## src/rtl/seq_mem_buffer.sv

```systemverilog
// seq_mem_buffer: FIFO on an inferred dual-port RAM with registered read data and a first-word-fall-through output stage.
// Define SEQ_MEM_BUFFER_ERR_EN to add overflow_err and drop_count outputs for dropped writes.
module seq_mem_buffer #(
    parameter int ADDR_WIDTH = 4,
    parameter int DATA_WIDTH = 32
) (
    input  logic                  clk,
    input  logic                  reset,
    input  logic                  flush,
    input  logic                  wr_valid,
    input  logic [DATA_WIDTH-1:0] wr_data,
    output logic                  wr_ready,
    output logic                  rd_valid,
    output logic [DATA_WIDTH-1:0] rd_data,
    input  logic                  rd_ready,
    output logic [ADDR_WIDTH:0]   level,
    output logic                  full,
    output logic                  empty
`ifdef SEQ_MEM_BUFFER_ERR_EN
    ,
    output logic                  overflow_err,
    output logic [15:0]           drop_count
`endif
);
    localparam int DEPTH = 2 ** ADDR_WIDTH;

    logic [DATA_WIDTH-1:0] mem [DEPTH];
    logic [ADDR_WIDTH-1:0] wr_ptr, wr_ptr_d, rd_ptr;
    logic                  push, pop, fetch;

    assign full     = level == DEPTH[ADDR_WIDTH:0];
    assign empty    = level == '0;
    assign wr_ready = !full;
    assign push     = wr_valid && wr_ready;
    assign pop      = rd_valid && rd_ready;
    // wr_ptr_d lags one cycle so a word becomes fetchable two edges after its push
    assign fetch    = (wr_ptr_d != rd_ptr) && (!rd_valid || rd_ready);

    always_ff @(posedge clk) begin
        if (push && !reset && !flush)
            mem[wr_ptr] <= wr_data;
    end

    always_ff @(posedge clk) begin
        if (reset || flush) begin
            wr_ptr   <= '0;
            wr_ptr_d <= '0;
            rd_ptr   <= '0;
            level    <= '0;
            rd_valid <= 1'b0;
            if (reset)
                rd_data <= '0;
        end else begin
            wr_ptr_d <= wr_ptr;
            if (push)
                wr_ptr <= wr_ptr + 1'b1;
            if (fetch) begin
                rd_ptr  <= rd_ptr + 1'b1;
                rd_data <= mem[rd_ptr];
            end
            rd_valid <= fetch || (rd_valid && !rd_ready);
            level    <= (push && !pop) ? level + 1'b1 : (pop && !push) ? level - 1'b1 : level;
        end
    end

`ifdef SEQ_MEM_BUFFER_ERR_EN
    always_ff @(posedge clk) begin
        if (reset || flush) begin
            overflow_err <= 1'b0;
            drop_count   <= '0;
        end else if (wr_valid && !wr_ready) begin
            overflow_err <= 1'b1;
            drop_count   <= (drop_count == 16'hFFFF) ? drop_count : drop_count + 1'b1;
        end
    end
`endif

endmodule

```

## config.mk

```make
export PLATFORM = sky130hd
export DESIGN_NAME = seq_mem_buffer
export DESIGN_NICKNAME = d
export VERILOG_FILES = /design/src/rtl/seq_mem_buffer.sv
export SDC_FILE = /design/constraint.sdc
export NUM_CORES = 1
export LEC_CHECK = 0
export ABC_AREA = 1
export CORE_ASPECT_RATIO = 1.25
export CORE_MARGIN = 5
export CORE_UTILIZATION = 57
export CTS_BUF_LIST = sky130_fd_sc_hd__clkbuf_2 sky130_fd_sc_hd__clkbuf_4 sky130_fd_sc_hd__clkbuf_8
export DETAILED_ROUTE_END_ITERATION = 6
export MAX_ROUTING_LAYER = met4
export PLACE_DENSITY = 0.78
export SYNTH_ARGS = -nofsm -noshare
export SYNTH_HDL_FRONTEND = slang
export SYNTH_SLANG_ARGS = --single-unit
```

## constraint.sdc

```tcl
create_clock -name clk -period 3.8 [get_ports clk]
set_input_delay 0.57 -clock clk [delete_from_list [all_inputs] [get_ports clk]]
set_output_delay 0.57 -clock clk [all_outputs]
set_load 0.05 [all_outputs]
```

=== Word level (Yosys, flattened, before mapping) ===
Memory sizes are Yosys's and may differ from the RTL's. A register that Yosys moved wholly into a read port is not among the register bits.
Cells that the tools add are included.

* Register bits after elaboration: 50
* Bits in writable memories: 512
* Input port bits: 37
* Output and inout port bits: 41
* Memories: 1

{| class="wikitable"
|+ Memory list
! name !! words !! width !! rd ports !! clocked after memory_dff !! wr ports !! line !! text
|-
| mem || 16 || 32 || 1 || 1 || 1 || 27 || <nowiki>logic [DATA_WIDTH-1:0] mem [DEPTH];</nowiki>
|}

* Add/subtract/negate cells: 4
* Eq/ne operators: 3
* Muxes and demuxes: 9
* Reduce and logical (&&, ||, !) cells: 22

{| class="wikitable"
|+ Operator list
! kind !! number
|-
| two-way mux 32 bit || 3
|-
| two-way mux 5 bit || 2
|-
| adder 4 x 1 -> 4 bit (second input constant) || 2
|-
| logical AND 1 bit || 8
|-
| two-way mux 4 bit || 2
|-
| zero test 1 bit || 7
|-
| adder 5 x 1 -> 5 bit (second input constant) || 1
|-
| equality test 5 bit (second input constant) || 1
|-
| zero test 5 bit || 1
|-
| subtractor 5 x 1 -> 5 bit (second input constant) || 1
|-
| != test 4 bit || 1
|-
| nonzero test 2 bit || 2
|-
| logical OR 1 bit || 3
|-
| two-way mux 1 bit || 2
|-
| != test 2 bit (second input constant) || 1
|-
| AND reduction 2 bit || 1
|}

=== Longest topological paths before layout ===
Gate-level depths: netlist (run 1).

* Depth in word-level cells: 7
* Gate-level depth with buffers: 13
* Mapped depth without buffers: 13

=== Least setup slack after synthesis (run 1) ===
Ideal clock, no wire load.

* Path type: register -> register
* Start point: reg level[1]
* End point: mem mem[10][0], enable pin
* Setup time: 461 ps
* Arrival time: 4081 ps
* Setup slack: -742 ps
* Stages on the path, launching flop included: 7
* Path buffers: 0
* Period minus slack after synthesis: 4542 ps
* Path through: dfxtp_1 inv_1 nand4_1 nand2_1 nor2_1 inv_2 nor3_1

* Cells in the longest elaborated chain, start to end: 7

{| class="wikitable"
|+ Ends and longest elaborated chain
! element !! line !! text
|-
| start: declaration || 16 || <nowiki>output logic [ADDR_WIDTH:0] level,</nowiki>
|-
| start signal: assignment || 62 || <nowiki>level <= (push && !pop) ? level + 1'b1 : (pop && !push) ? level - 1'b1 : level;</nowiki>
|-
| equality test 5 bit || 31 || <nowiki>assign full = level == DEPTH[ADDR_WIDTH:0];</nowiki>
|-
| zero test 1 bit || 33 || <nowiki>assign wr_ready = !full;</nowiki>
|-
| named net wr_ready || 12 || <nowiki>output logic wr_ready,</nowiki>
|-
| logical AND 1 bit || 34 || <nowiki>assign push = wr_valid && wr_ready;</nowiki>
|-
| logical AND 1 bit (2 in a row) || 40 || <nowiki>if (push && !reset && !flush)</nowiki>
|-
| two-way mux 1 bit || 40 ||
|-
| two-way mux 1 bit (implied by the code) || 41 || <nowiki>mem[wr_ptr] <= wr_data;</nowiki>
|-
| end: declaration || 27 ||
|}

The timed path passes the listed nets, and every way through them passes these cells.

=== Worst setup path after layout (run 1) ===
* Start point: reg level[0]
* End point: out full

* Cells in the longest elaborated chain, start to end: 1

{| class="wikitable"
|+ Ends and longest elaborated chain
! element !! line !! text
|-
| equality test 5 bit || 31 ||
|-
| end: declaration || 17 || <nowiki>output logic full,</nowiki>
|}

Every way passes these cells.

==> impl_metrics.py, run 1 <==
metrics = {
    "outcome": {
        "outcome": "finished clean",
    },
    "finish": {
        "multi_input_comb_area_sq_mm": 0.00538,
        "nets": 2344,
        "seq_area_sq_mm": 0.0168,
        "area_growth_pct": 12.7,
        "final_layout_size_suffix_gt1_share_pct": 8.63,
        "fill_cells": 3064,
        "fin_area_sq_mm": 0.0268,
    },
    "setup_path": {
        "critPathArrivalTime_ns": 2.23,
        "cp_cell_sequence": "nor2_1 > nand4_1 > inv_1 > clkdlybuf4s50_1",
        "reg2reg_depth": 7,
        "cp_slowest_cell": "clkdlybuf4s50_1",
        "end_kind": "output pin",
        "critPathTopFamily": "buffers and inverters",
        "start_kind": "register",
        "crit_type": "register to output pin",
        "rr_endpoint": "mem[4][26]",
        "r2r_start": "level[0]",
        "path_max_fanout": 5,
        "path_buf_inv": 2,
        "crit_cells": 4,
        "critPathMaxStageDelay_ns": 0.81,
        "r2r_slack_ns": 1.20,
        "required_ns": 3.23,
    },
    "cts": {
        "clock_path_buffers": 3,
        "cts-buffers-inserted": 83,
        "insertion_delay_ns": 0.64,
        "postCtsHoldBufs": 0,
        "root_buffer": "clkbuf_8",
        "post_cts_resized": 0,
        "cts_tree": "built",
        "cts_max_level": 3,
        "cts_sinks": 566,
        "clkSlewWorstSetupHoldPaths_ns": 0.06,
        "post_cts_buffers": 0,
    },
    "synth": {
        "syn-num-nets": 2250,
        "synthFlopType": "edfxtp_1",
        "synth_cell_type_count": 25,
        "yosysWarningCount": 0,
        "yosys_register_bits": 566,
        "synth_top_area_share_pct": 68.7,
        "synth.largest_area_cell": "edfxtp_1",
        "yosysMostFrequentCell": "nand2_1",
        "async_flop_share_pct": 0,
        "syn_area_per_cell_sq_um": 10.8,
        "synth_common_cells": "nand2_1 (799), edfxtp_1 (544), nand3_1 (328), inv_1 (286), buf_2 (47)",
        "synth_edf_count": 544,
        "synth_area_leaders": "edfxtp_1 (69%), nand2_1 (13%), nand3_1 (6.9%)",
        "syn_area_sq_mm": 0.0238,
        "ys_seq_area_share_pct": 70.5,
        "synthCells": 2203,
    },
    "place": {
        "portBuffers": 77,
        "routabilityCongestion": 0.867,
        "dp_hpwl_mm": 34.6,
        "post_dp_cell_area_sq_mm": 0.0251,
    },
    "flow_run": {
        "drv_cap": 0,
    },
    "worst_hold_path": {
        "holdPathStages": 1,
        "min_from": "wr_ptr[0]",
        "hold_path_end": "wr_ptr[0]",
        "hp-class": "register to register",
    },
    "timing": {
        "period_share_pct": 73.6,
        "period_needed_ns": 2.80,
        "final_max_slew_viol_count": 0,
        "finalSetupViolCount": 0,
        "rsz0062_at_grt": "no",
        "max_freq_ghz": 0.357,
        "skew_ns": 0.0302,
        "hold_viol": 0,
        "worst_pin_slew_ns": 1.02,
        "maxSlewHeadroom_pct": 32.1,
    },
    "drt": {
        "via_count": 16000,
        "drc": 0,
        "viasPerCell": 5.48,
        "drtPass1Iterations": 6,
        "drt_wl_total_mm": 57.5,
        "drt_iter0_markers": 1880,
        "antenna_left": 0,
        "wl_per_cell_um": 19.7,
    },
    "floorplanning": {
        "start_util_pct": 57.7,
        "pin_count": 78,
        "die_h_um": 238,
        "core_sq_mm": 0.0412,
        "die_x_um": 193,
        "rows": 83,
        "design.die.area_sq_mm": 0.0459,
    },
    "grt": {
        "grt_start_max_net_pins": 155,
        "grt_pass1_wl_mm": 88.1,
        "overflow": 0,
        "antenna_found_initial": 1,
        "grt_pass1_vias": 16000,
        "grt_usage_pct": 25.9,
    },
    "power_and_ir_drop": {
        "p_leak_nw": 10.9,
        "peakVddDrop_v": 0.000273,
        "power_density_mw_per_mm2": 463,
        "p_total_mw": 12.4,
    },
}
## flip-flops by register name, summed over array words and instances, names as in the netlist, named ones only
register and count:
wr_ptr 4, level 5, rd_data 32, wr_ptr_d 4, rd_valid 1, rd_ptr 4, mem 512
## per-stage QoR
stage	TNS, ns	worst slack (ns)	utilization, %	hold WS (ns)	std cells
after floorplan	-254.52	-0.742	-	0.466	2203
after global placement	0	0.760	61.0	0.479	2764
after detailed placement	0	0.677	61.0	0.509	2764
after CTS	0	0.945	65.0	0.525	2917
after global routing	0	0.857	65.0	0.564	2918
final	0	1.00	65.0	0.522	2918
## worst register-to-register path: stages (launching register included)
cell	delay, ns
dfxtp_1	0.46
nor2_1	0.10
nand4_1	0.13
nand2_1	0.16
nor2_1	0.38
nand2_1	0.35
nor2_4	0.16
buf_4	0.47
## kinds of logic (layout without fill, tap and decap cells)
group / Yosys count / after routing / share of synthesized area [%]
other: 0 / 1 / 0
XOR/XNOR: 9 / 9 / 0.331
AO/OA/AOI/OAI: 50 / 50 / 1.07
flip-flops: 566 / 566 / 70.5
AND/OR/NAND/NOR: 1166 / 1166 / 20.2
adder cells (fa/ha/maj): 10 / 10 / 0.558
buffers and inverters: 402 / 564 / 7.32
## final cells by class
type | instances | area share, %
clock buffers | 117 | 5.31
diodes | 1 | 0.00934
well taps | 552 | 2.58
inverters | 290 | 4.09
clock inverters | 36 | 0.924
flip-flops and latches | 566 | 62.6
repair buffers | 121 | 4.39
multi-input cells | 1235 | 20.1
## power breakdown
| part | internal (mW) | total (mW) | switching (mW) |
|---|---|---|---|
| clock | 2.63 | 4.89 | 2.26 |
| sequential | 6.89 | 6.91 | 0.0258 |
| combinational | 0.159 | 0.591 | 0.433 |
## cells in the final DEF (no fill, tap or decap), types with 21 or more instances in the layout
| master | count |
|---|---|
| a21oi_1 | 44 |
| buf_4 | 38 |
| clkbuf_4 | 30 |
| clkbuf_8 | 87 |
| clkdlybuf4s50_1 | 77 |
| edfxtp_1 | 544 |
| inv_1 | 285 |
| nand2_1 | 799 |
| nand3_1 | 328 |
| nor2_1 | 21 |
## routing by layer
layer	vias to the layer above	track usage [%]	share of wire [%]
met1	7593	32.3	37
met3	152	4.49	8.7
met2	809	42.3	50
li1	7428	-	-
met4	0	10.6	3.8
met5	-	-	0
## how the worst max path moves through the flow
| stage | startpoint | end | slack (ns) |
|---|---|---|---|
| after global routing | level[0] | full | 0.86 |
| after CTS | level[0] | full | 0.94 |
| after detailed placement | flush | mem[4][19] | 0.68 |
| after global placement | flush | mem[8][17] | 0.76 |
| final | level[0] | full | 1.00 |
| after floorplan | level[1] | mem[10][0] | -0.74 |
Power figures use the tool's default switching activity.
==> run 2, diff against run 1 <==
CORE_UTILIZATION = 60   (was 57)
clock period = 2.8 ns   (was 3.8 ns; I/O delays follow)
==> run 2 against run 1 <==
  * Core utilization rose by 3.9 points
  * Combinational power up 39%
  * Cell count decreased by 1.6%
  * Critical path depth did not move
  * Total power up 36%
  * Hold slack worse by 0.020 ns
  * Via count up 1.0%
  * Clock power up 37%
  * Sequential share of layout area decreased by 0.44 points
  * Count of clock-buffer cells in the layout increased by 2
  * Critical path type unchanged
==> impl_metrics.py, run 2 (synthesized netlist as in run 1, its figures left out) <==
metrics = {
    "outcome": {
        "outcome": "finished clean",
    },
    "cts": {
        "root_buffer": "clkbuf_8",
        "cts_tree": "built",
        "cts_sinks": 566,
        "post_cts_resized": 0,
        "clkSlewWorstSetupHoldPaths_ns": 0.07,
        "clock_path_buffers": 3,
        "postCtsHoldBufs": 0,
        "cts_max_level": 3,
        "post_cts_buffers": 0,
        "insertion_delay_ns": 0.64,
        "cts-buffers-inserted": 84,
    },
    "floorplanning": {
        "start_util_pct": 60.7,
        "die_h_um": 233,
        "rows": 81,
        "die_x_um": 188,
        "pin_count": 78,
        "design.die.area_sq_mm": 0.0438,
        "core_sq_mm": 0.0392,
    },
    "power_and_ir_drop": {
        "p_leak_nw": 11.0,
        "power_density_mw_per_mm2": 624,
        "peakVddDrop_v": 0.000412,
        "p_total_mw": 16.9,
    },
    "setup_path": {
        "path_max_fanout": 5,
        "start_kind": "register",
        "reg2reg_depth": 12,
        "r2r_slack_ns": 0.51,
        "required_ns": 2.38,
        "end_kind": "output pin",
        "r2r_start": "level[0]",
        "crit_type": "register to output pin",
        "critPathArrivalTime_ns": 2.19,
        "rr_endpoint": "level[4]",
    },
    "flow_run": {
        "drv_cap": 0,
    },
    "drt": {
        "viasPerCell": 5.62,
        "drt_iter0_markers": 1585,
        "drc": 0,
        "drtPass1Iterations": 7,
        "via_count": 16100,
        "antenna_left": 0,
        "drt_wl_total_mm": 58.2,
        "wl_per_cell_um": 20.3,
    },
    "timing": {
        "hold_viol": 0,
        "final_max_slew_viol_count": 0,
        "period_share_pct": 93.1,
        "worst_pin_slew_ns": 0.930,
        "rsz0062_at_grt": "no",
        "period_needed_ns": 2.61,
        "skew_ns": 0.0290,
        "max_freq_ghz": 0.383,
        "finalSetupViolCount": 0,
        "maxSlewHeadroom_pct": 38.0,
    },
    "finish": {
        "nets": 2351,
        "finalNonFillerCells": 2871,
        "layout_commonest_cell": "nand2_1",
        "fill_cells": 2672,
        "seq_area_sq_mm": 0.0168,
        "largest_reg_flops": 512,
        "area_growth_pct": 13.6,
        "top_register": "mem",
        "fin_util_pct": 68.9,
        "multi_input_comb_area_sq_mm": 0.00546,
        "final_layout_size_suffix_gt1_share_pct": 9.19,
        "final_cell_mix": "nand2_1 (797), edfxtp_1 (544), nand3_1 (328)",
        "top_regs": "mem x512, rd_data x32, level x5",
    },
    "grt": {
        "grt_pass1_wl_mm": 88.4,
        "overflow": 0,
        "grt_start_max_net_pins": 140,
        "grt_usage_pct": 27.2,
        "antenna_found_initial": 1,
        "grt_pass1_vias": 16100,
    },
    "worst_hold_path": {
        "min_from": "wr_ptr[0]",
        "hold_path_end": "wr_ptr[0]",
        "holdPathStages": 1,
        "hp-class": "register to register",
    },
    "place": {
        "dp_hpwl_mm": 34.0,
        "routabilityCongestion": 0.885,
        "dp_cells": 2716,
        "portBuffers": 77,
    },
}
-- run 2: cell count changes in the layout (fill, tap and decap cells not counted), sizes merged --
| cell | before | now |
|---|---|---|
| clkbuf | 117 | 119 |
| buf | 44 | 50 |
| clkinvlp | 1 | 2 |
| clkinv | 29 | 28 |
| inv | 293 | 292 |
-- run 2: stage by stage --
stage               worst slack, ns  TNS, ns  hold WS [ns]  area (sq um)
floorplan                  -0.00635   -0.203         0.466         24000
global placement              0.236        0         0.482         25300
detailed placement            0.171        0         0.487         25300
CTS                           0.135        0         0.470         27000
global route                 0.0807        0         0.528         27000
finish                        0.192        0         0.502         27000
-- run 2: worst max-delay path by stage --
stage                            end     start
final                           full  level[0]
after global routing            full  level[0]
after CTS                       full  level[0]
after detailed placement  mem[4][22]     flush
after global placement    mem[4][22]     flush
after floorplan           mem[10][0]  level[0]
-- run 2: metal layers --
metal / track usage (%) / routed length, um
met2: 45.8 / 29900
met4: 15.9 / 3460
met3: 4.34 / 4160
met5: - / 0
met1: 31.0 / 20700
-- run 2: cell type report --
| cell class | instances | share of cell area, % |
|---|---|---|
| repair buffers | 127 | 5.03 |
| clock inverters | 35 | 0.871 |
| inverters | 290 | 4.06 |
| flip-flops and latches | 566 | 62.2 |
| well taps | 498 | 2.31 |
| diodes | 1 | 0.00926 |
| multi-input cells | 1235 | 20.2 |
| clock buffers | 119 | 5.34 |
-- run 2: where the power goes --
| group | internal [mW] | switching (mW) | leakage, nW |
|---|---|---|---|
| clock network | 3.61 | 3.07 | 0.885 |
| logic | 0.225 | 0.596 | 5.03 |
| registers | 9.35 | 0.0299 | 5.12 |
| total | 13.2 | 3.70 | 11.0 |
-- run 2: worst max-delay path, cell delays in order, from the launching register on --
cell	delay, ns
dfxtp_4	0.37
nor2_1	0.14
nand4_1	0.17
inv_1	0.09
clkdlybuf4s50_1	0.80
==> run 3, diff against run 2 <==
CORE_UTILIZATION = 64   (was 60)
PLACE_DENSITY = 0.84   (was 0.78)
==> run 3 against run 2 <==
  * Highest routed layer unchanged
  * Cell count shrank 1.0%
  * First-iteration DRC count grew 22%
  * Fmax shrank 0.48%
==> impl_metrics.py, run 3 (synthesized netlist as in run 1, its figures left out) <==
metrics = {
    "power_and_ir_drop": {
        "clkPwrFrac_pct": 37.7,
        "peakVddDrop_v": 0.000396,
        "p_sw_share_pct": 22.1,
        "internal_power_mw": 12.7,
        "p_total_mw": 16.4,
        "p_switching_mw": 3.61,
        "pwr-share-seq_pct": 57.4,
        "p_leak_nw": 10.9,
        "power_density_mw_per_mm2": 610,
        "combPwrFrac_pct": 5.0,
    },
    "timing": {
        "finalWorstSetupSlack_ns": 0.179,
        "maxSlewHeadroom_pct": 38.9,
        "final_max_slew_viol_count": 0,
        "finalSetupViolCount": 0,
        "rsz0062_at_grt": "no",
        "worst_pin_slew_ns": 0.916,
        "period_needed_ns": 2.62,
        "hold_viol": 0,
        "skew_ns": 0.0401,
        "max_freq_ghz": 0.382,
        "period_share_pct": 93.6,
    },
    "finish": {
        "fill_cells": 2296,
        "nets": 2354,
        "top_regs": "mem x512, rd_data x32, level x5",
        "area_growth_pct": 12.8,
        "finalNonFillerCells": 2842,
        "final_layout_size_suffix_gt1_share_pct": 8.70,
        "largest_reg_flops": 512,
        "layout_commonest_cell": "nand2_1",
        "top_register": "mem",
        "diodes": 0,
        "final_cell_mix": "nand2_1 (797), edfxtp_1 (544), nand3_1 (328)",
        "fin_util_pct": 72.6,
    },
    "drt": {
        "drt_iter0_markers": 1938,
        "drt_wl_total_mm": 58.3,
        "viasPerCell": 5.82,
        "via_count": 16500,
        "wl_per_cell_um": 20.5,
        "antenna_left": 0,
        "drc": 0,
        "drtPass1Iterations": 5,
    },
    "floorplanning": {
        "pin_count": 78,
        "core_sq_mm": 0.0370,
        "rows": 79,
        "design.die.area_sq_mm": 0.0412,
        "start_util_pct": 64.4,
        "die_h_um": 226,
        "die_x_um": 182,
    },
    "cts": {
        "post_cts_buffers": 0,
        "clock_path_buffers": 3,
        "root_buffer": "clkbuf_8",
        "post_cts_resized": 0,
        "cts_max_level": 3,
        "clkSlewWorstSetupHoldPaths_ns": 0.06,
        "cts_tree": "built",
        "cts_sinks": 566,
        "postCtsHoldBufs": 0,
        "cts-buffers-inserted": 82,
        "insertion_delay_ns": 0.65,
    },
    "grt": {
        "grt_start_max_net_pins": 129,
        "antenna_found_initial": 0,
        "grt_pass1_wl_mm": 89.5,
        "grt_pass1_vias": 16600,
        "overflow": 0,
        "grt_usage_pct": 29.2,
    },
    "place": {
        "place_ws_ns": 0.0926,
        "dp_cells": 2709,
        "dp_hpwl_mm": 34.2,
        "routabilityCongestion": 0.893,
        "portBuffers": 77,
    },
    "setup_path": {
        "crit_type": "register to output pin",
        "path_max_fanout": 5,
        "start_kind": "register",
        "critPathArrivalTime_ns": 2.20,
        "required_ns": 2.38,
        "r2r_start": "level[0]",
        "startpoint": "level[0]",
        "end_kind": "output pin",
    },
    "flow_run": {
        "drv_cap": 0,
    },
    "outcome": {
        "outcome": "finished clean",
    },
    "worst_hold_path": {
        "min_from": "level[4]",
        "hp-class": "register to register",
    },
}
run 3: cell count changes in the layout (fill, tap and decap cells not counted):
cell	delta
buf_4	+6
inv_6	-1
clkbuf_4	-12
diode_2	-1
bufinv_16	-1
buf_12	-1
clkbuf_8	-5
clkinv_1	-3
clkinvlp_4	+1
run 3: power by group through the flow:
stage / combinational, mW / clock [mW] / sequential, mW
floorplan: 0.310 / 0 / 9.67
global placement: 0.779 / 0 / 9.56
detailed placement: 0.799 / 0 / 9.55
CTS: 0.806 / 6.21 / 9.38
global route: 0.864 / 6.59 / 9.38
finish: 0.812 / 6.16 / 9.38
run 3: per-stage QoR:
step,area [sq um],setup TNS [ns],hold slack (ns)
5_1_grt,26800,0,0.531
2_1_floorplan,24000,-0.203,0.466
4_1_cts,26800,0,0.484
6_report,26800,0,0.502
3_5_place_dp,25300,0,0.496
3_3_place_gp,25300,0,0.476
run 3: critical path, stage by stage (launching register included):
cell             delay, ns
dfxtp_4               0.37
nor2_1                0.15
nand4_1               0.18
inv_1                 0.09
clkdlybuf4s50_1       0.80
run 3: final cells by class:
class	count	area, sq um	share of cell area, %
clock buffers	102	1280	4.79
flip-flops and latches	566	16800	62.6
well taps	486	608	2.27
inverters	290	1100	4.09
clock inverters	31	193	0.718
repair buffers	132	1380	5.16
multi-input cells	1235	5460	20.3
run 3: layer usage:
metal / global-route usage [%] / wire, um
met1: 35.6 / 20200
met2: 48.6 / 29500
met3: 3.92 / 5850
met4: 14.2 / 2790
met5: - / 0
run 3: worst paths after layout:
kind | end | slack (ns) | depth (start not counted)
min | level[4] | 0.50 | 2
min reg2reg | level[4] | 0.50 | 2
max reg2reg | level[4] | 0.46 | 12
max | full | 0.18 | 4
